File: src/rtl/vga_sync_gen.sv
// VGA timing generator: pixel-rate divider, x/y scan counters, sync decode and
// a one-pixel-deep registered output stage that blanks colour outside the visible area.
module vga_sync_gen #(
  parameter int H_DISP  = 640,
  parameter int H_FP    = 16,
  parameter int H_SYNC  = 96,
  parameter int H_BP    = 48,
  parameter int V_DISP  = 480,
  parameter int V_FP    = 10,
  parameter int V_SYNC  = 2,
  parameter int V_BP    = 33,
  parameter int PIX_DIV = 4
) (
  input  logic       clk,
  input  logic       rst,
  input  logic [2:0] rgb_in,
  output logic [9:0] x,
  output logic [9:0] y,
  output logic       pix_tick,
  output logic       video_on,
  output logic       hsync,
  output logic       vsync,
  output logic [2:0] rgb_out,
  output logic       frame_tick
);

  localparam int DIV_W = (PIX_DIV > 1) ? $clog2(PIX_DIV) : 1;
  localparam logic [DIV_W-1:0] DIV_LAST = DIV_W'(PIX_DIV - 1);

  localparam logic [9:0] H_LAST   = 10'(H_DISP + H_FP + H_SYNC + H_BP - 1);
  localparam logic [9:0] H_VIS    = 10'(H_DISP);
  localparam logic [9:0] HS_BEGIN = 10'(H_DISP + H_FP);
  localparam logic [9:0] HS_END   = 10'(H_DISP + H_FP + H_SYNC);
  localparam logic [9:0] V_LAST   = 10'(V_DISP + V_FP + V_SYNC + V_BP - 1);
  localparam logic [9:0] V_VIS    = 10'(V_DISP);
  localparam logic [9:0] VS_BEGIN = 10'(V_DISP + V_FP);
  localparam logic [9:0] VS_END   = 10'(V_DISP + V_FP + V_SYNC);

  logic [DIV_W-1:0] div_cnt;
  logic             x_wrap;
  logic             y_wrap;
  logic             vis;
  logic             hs_n;
  logic             vs_n;

  assign pix_tick = (div_cnt == DIV_LAST);

  // Using >= lets any out-of-range count fall back to 0 on the next tick.
  assign x_wrap = (x >= H_LAST);
  assign y_wrap = (y >= V_LAST);

  assign vis  = (x < H_VIS) && (y < V_VIS);
  assign hs_n = !((x >= HS_BEGIN) && (x < HS_END));
  assign vs_n = !((y >= VS_BEGIN) && (y < VS_END));

  always_ff @(posedge clk) begin
    if (rst) begin
      div_cnt    <= '0;
      x          <= '0;
      y          <= '0;
      video_on   <= 1'b0;
      hsync      <= 1'b1;
      vsync      <= 1'b1;
      rgb_out    <= 3'b000;
      frame_tick <= 1'b0;
    end else begin
      div_cnt    <= pix_tick ? '0 : div_cnt + DIV_W'(1);
      frame_tick <= pix_tick && (x == H_LAST) && (y == V_LAST);
      // Outputs capture the coordinate of the pixel period that is ending,
      // so the DAC trails x/y by exactly one pixel.
      if (pix_tick) begin
        video_on <= vis;
        hsync    <= hs_n;
        vsync    <= vs_n;
        rgb_out  <= vis ? rgb_in : 3'b000;
        if (x_wrap) begin
          x <= '0;
          y <= y_wrap ? 10'd0 : y + 10'd1;
        end else begin
          x <= x + 10'd1;
        end
      end
    end
  end

endmodule

File: config.mk
export PLATFORM = sky130hd
export DESIGN_NAME = vga_sync_gen
export DESIGN_NICKNAME = d
export VERILOG_FILES = /design/src/rtl/vga_sync_gen.sv
export SDC_FILE = /design/constraint.sdc
export NUM_CORES = 1
export LEC_CHECK = 0
export ABC_AREA = 1
export CORE_MARGIN = 2
export CORE_UTILIZATION = 54
export DETAILED_ROUTE_END_ITERATION = 7
export PLACE_DENSITY = 0.84
export SYNTH_ARGS = -nofsm -noshare
export SYNTH_HDL_FRONTEND = slang
export SYNTH_SLANG_ARGS = --single-unit
File: constraint.sdc
create_clock -name clk -period 2.3 [get_ports clk]
set_clock_uncertainty 0.15 [all_clocks]
set_input_delay 0.575 -clock clk [delete_from_list [all_inputs] [get_ports clk]]
set_output_delay 0.575 -clock clk [all_outputs]
set_load 0.005 [all_outputs]
==> results.md <==
* Root buf cell: clkbuf_4
* # fillers at roughly 240
* Worst hold margin at 281 ps
* Clock H-tree levels at 2
* DRT iter0 DRCs at 81
* DIE WIDTH at 58.0 um
* Port-buffer cells at 32
* Final ANT Viol Nets at 0
* Grt total ovfl at 0
* Slew HR at 72.8%
* Largest stage delay, worst path at 570 ps
* Peak supply drop at between 0.6 and 0.7 mV
* Drt wl/cell at 11.9 um
* Number of max-cap violations at 0
* Pwr dens at 438 mW/mm2
* Number of synthesized flops with an enable pin at 0
* Die area at 0.00336 mm2
* Vias/cell at ~5.2
* Hold Fails Final Rpt at 0
* Top delay family on crit path: buffers and inverters
* Final cell count without fillers at 279
* Critical path class: register to output port
* Slew @ Worst Pin at 405 ps
* Cell area after layout at 0.00198 mm2
* GRT Overall Usage at between 20% and 30%
* CP max stage cell: clkdlybuf4s50_1
* RSZ-0062 raised after global routing: no
* Drt pass-1 iters at 4
* Die height at 58.0 um
* Core area at around 0.0028 mm2
* Proportion of layout cells with a drive suffix above 1 at 18.5%
* Area growth syn-to-layout at 25.7%
* Post-Syn Area per Cell at about 7.6 um2
* Placed insts at 271
* CP Capture Type: output port
* CP Launch Type: register
* First-pass GRT wire length at 5460 um
* Multi-input logic area at 846 um2
* FF/Latch Area at 582 um2
* Status: completed
* Initial antenna violation count at 0
* I/O pin count at 33
* Nets at roughly 260
* Mapped Cells at approximately 210
* Critical Path Fanout Max at 7
* Clk pin slew, worst setup/hold paths at around 90 ps
* Sum Neg Setup Slack at 0 ps
* Post-synthesis sequential area ratio at 36.9%
* CTS buffer count at 5
* Routed WL at about 3300 um
* CTS tree: done
* Latest clock arrival within the worst-skew pair at 330 ps
* Diodes inserted at 0
* Vias at 1444
* Area contributors post-synth: dfxtp_1, nand2_1, inv_1, nand3_1, nor2_1
* Synth area leader: dfxtp_1
* Num Clock Sinks at 29
* Sum of buffers and inverters on the critical path at 1
* DP Area at 0.00193 mm2
* Leakage at 0.801 nW
* Dpl hpwl at 2580 um
* Library cells used by synthesis at 32
* Warnings from Yosys at 0
* Post-CTS Setup Bufs at 0
* Top-area cell type share of the netlist area at 36.9%
* CP Cell Sequence: clkdlybuf4s50_1
* GPL Wtd Cong at 0.866
* Critical Path RT at 1570 ps
* Final setup viols at 0
* Final core occ at 71.7%
* Post-Syn Area at between 0.0015 and 0.002 mm2
* Largest net degree at the start of global routing at 11
* Type of the most critical hold path: register to register
* Max Clk Rate at around 460 MHz
* Vias in the first global route at ~1300
* Ys flop type: dfxtp_1
* Max-slew violation count at 0
* Post-Syn Nets at 218
* DRC Markers at 0
* Num rows at 19
* Period utilisation layout at 93.6%
* Minimum clock period after layout at 2150 ps
* Deepest clock path buffer count at 2
* Initial Util at 57.1%
* #FFs+latches synth at 29
* Asr flop ratio synth at 0%
* Critical Path AT at 1430 ps
[state kept, by name, indices dropped and copies added (netlist names)]
| register | count |
|---|---|
| hsync | 1 |
| frame_tick | 1 |
| div_cnt | 2 |
| vsync | 1 |
| rgb_out | 3 |
| video_on | 1 |
| x | 10 |
| y | 10 |
[where the power goes]
group | internal, mW | switching, mW
combinational | 0.0287 | 0.0315
clock | 0.116 | 0.173
sequential | 0.511 | 0.00553
total | 0.656 | 0.210
[worst paths after layout]
path | startpoint | end | slack, ps | cells after the start
max | y[5] | y[5] | 150 | 1
min | div_cnt[0] | div_cnt[0] | 280 | 1
max reg2reg | x[0] | x[8] | 610 | 10
min reg2reg | div_cnt[0] | div_cnt[0] | 280 | 1
[layout by cell type, fill, tap and decap left out, drive strengths merged]
cell type      count
nand2             54
clkdlybuf4s50     32
inv               30
dfxtp             29
nor2              29
nand3             16
a21oi             10
nor3               8
o21ai              8
clkbuf             6
ha                 5
xor2               4
nand4              3
buf                3
xnor2              2
a31oi              2
clkinv             2
nand3b             1
o22ai              1
o21a               1
a211oi             1
o211ai             1
[repair_timing]
item	in CTS	in global routing
hold buffers	0	0
setup endpoints to repair	0	1
resized for setup	0	1
[area by class of cell]
type                       instances  share of cell area (%)
multi-input combinational        146                    42.8
timing repair buffer              35                    17.3
clock buffer                       6                    2.09
sequential                        29                    29.4
clock inverter                     2                   0.506
inverter                          30                    5.95
tap                               31                    1.96
[layer usage]
metal | wire length (um) | track usage, % | vias to the layer above
met5 | 0 | 0 | -
met1 | 1460 | 24.7 | 655
met3 | 143 | 6.92 | 13
li1 | - | - | 742
met4 | 85 | 10.3 | 0
met2 | 1640 | 36.4 | 34
[through the flow]
stage,power [mW],worst slack [ps]
after floorplan,0.561,805
after global placement,0.587,371
after detailed placement,0.588,372
after CTS,0.873,75.0
after global routing,0.911,78.5
final,0.865,147
[logic make-up after synthesis]
logic type | share of synthesized area, %
adders and majority gates | 3.97
AOI/OAI and AO/OA | 9.30
buffers and inverters | 9.38
and+or+nand+nor | 37.1
DFF | 36.9
xor gates and xnor gates | 3.34
[cell usage after synthesis (2+ instances only)]
cell type / count
a21oi_1: 7
a21oi_2: 3
a31oi_1: 2
buf_6: 2
dfxtp_1: 29
ha_1: 5
inv_1: 21
inv_2: 8
nand2_1: 46
nand2_2: 5
nand2_4: 3
nand3_1: 15
nand4_1: 3
nor2_1: 19
nor2_2: 4
nor2_4: 5
nor3_1: 5
nor3_2: 3
o21ai_0: 4
o21ai_1: 3
xnor2_1: 2
xor2_1: 4
Note: power is estimated with default switching activity, not from simulation.
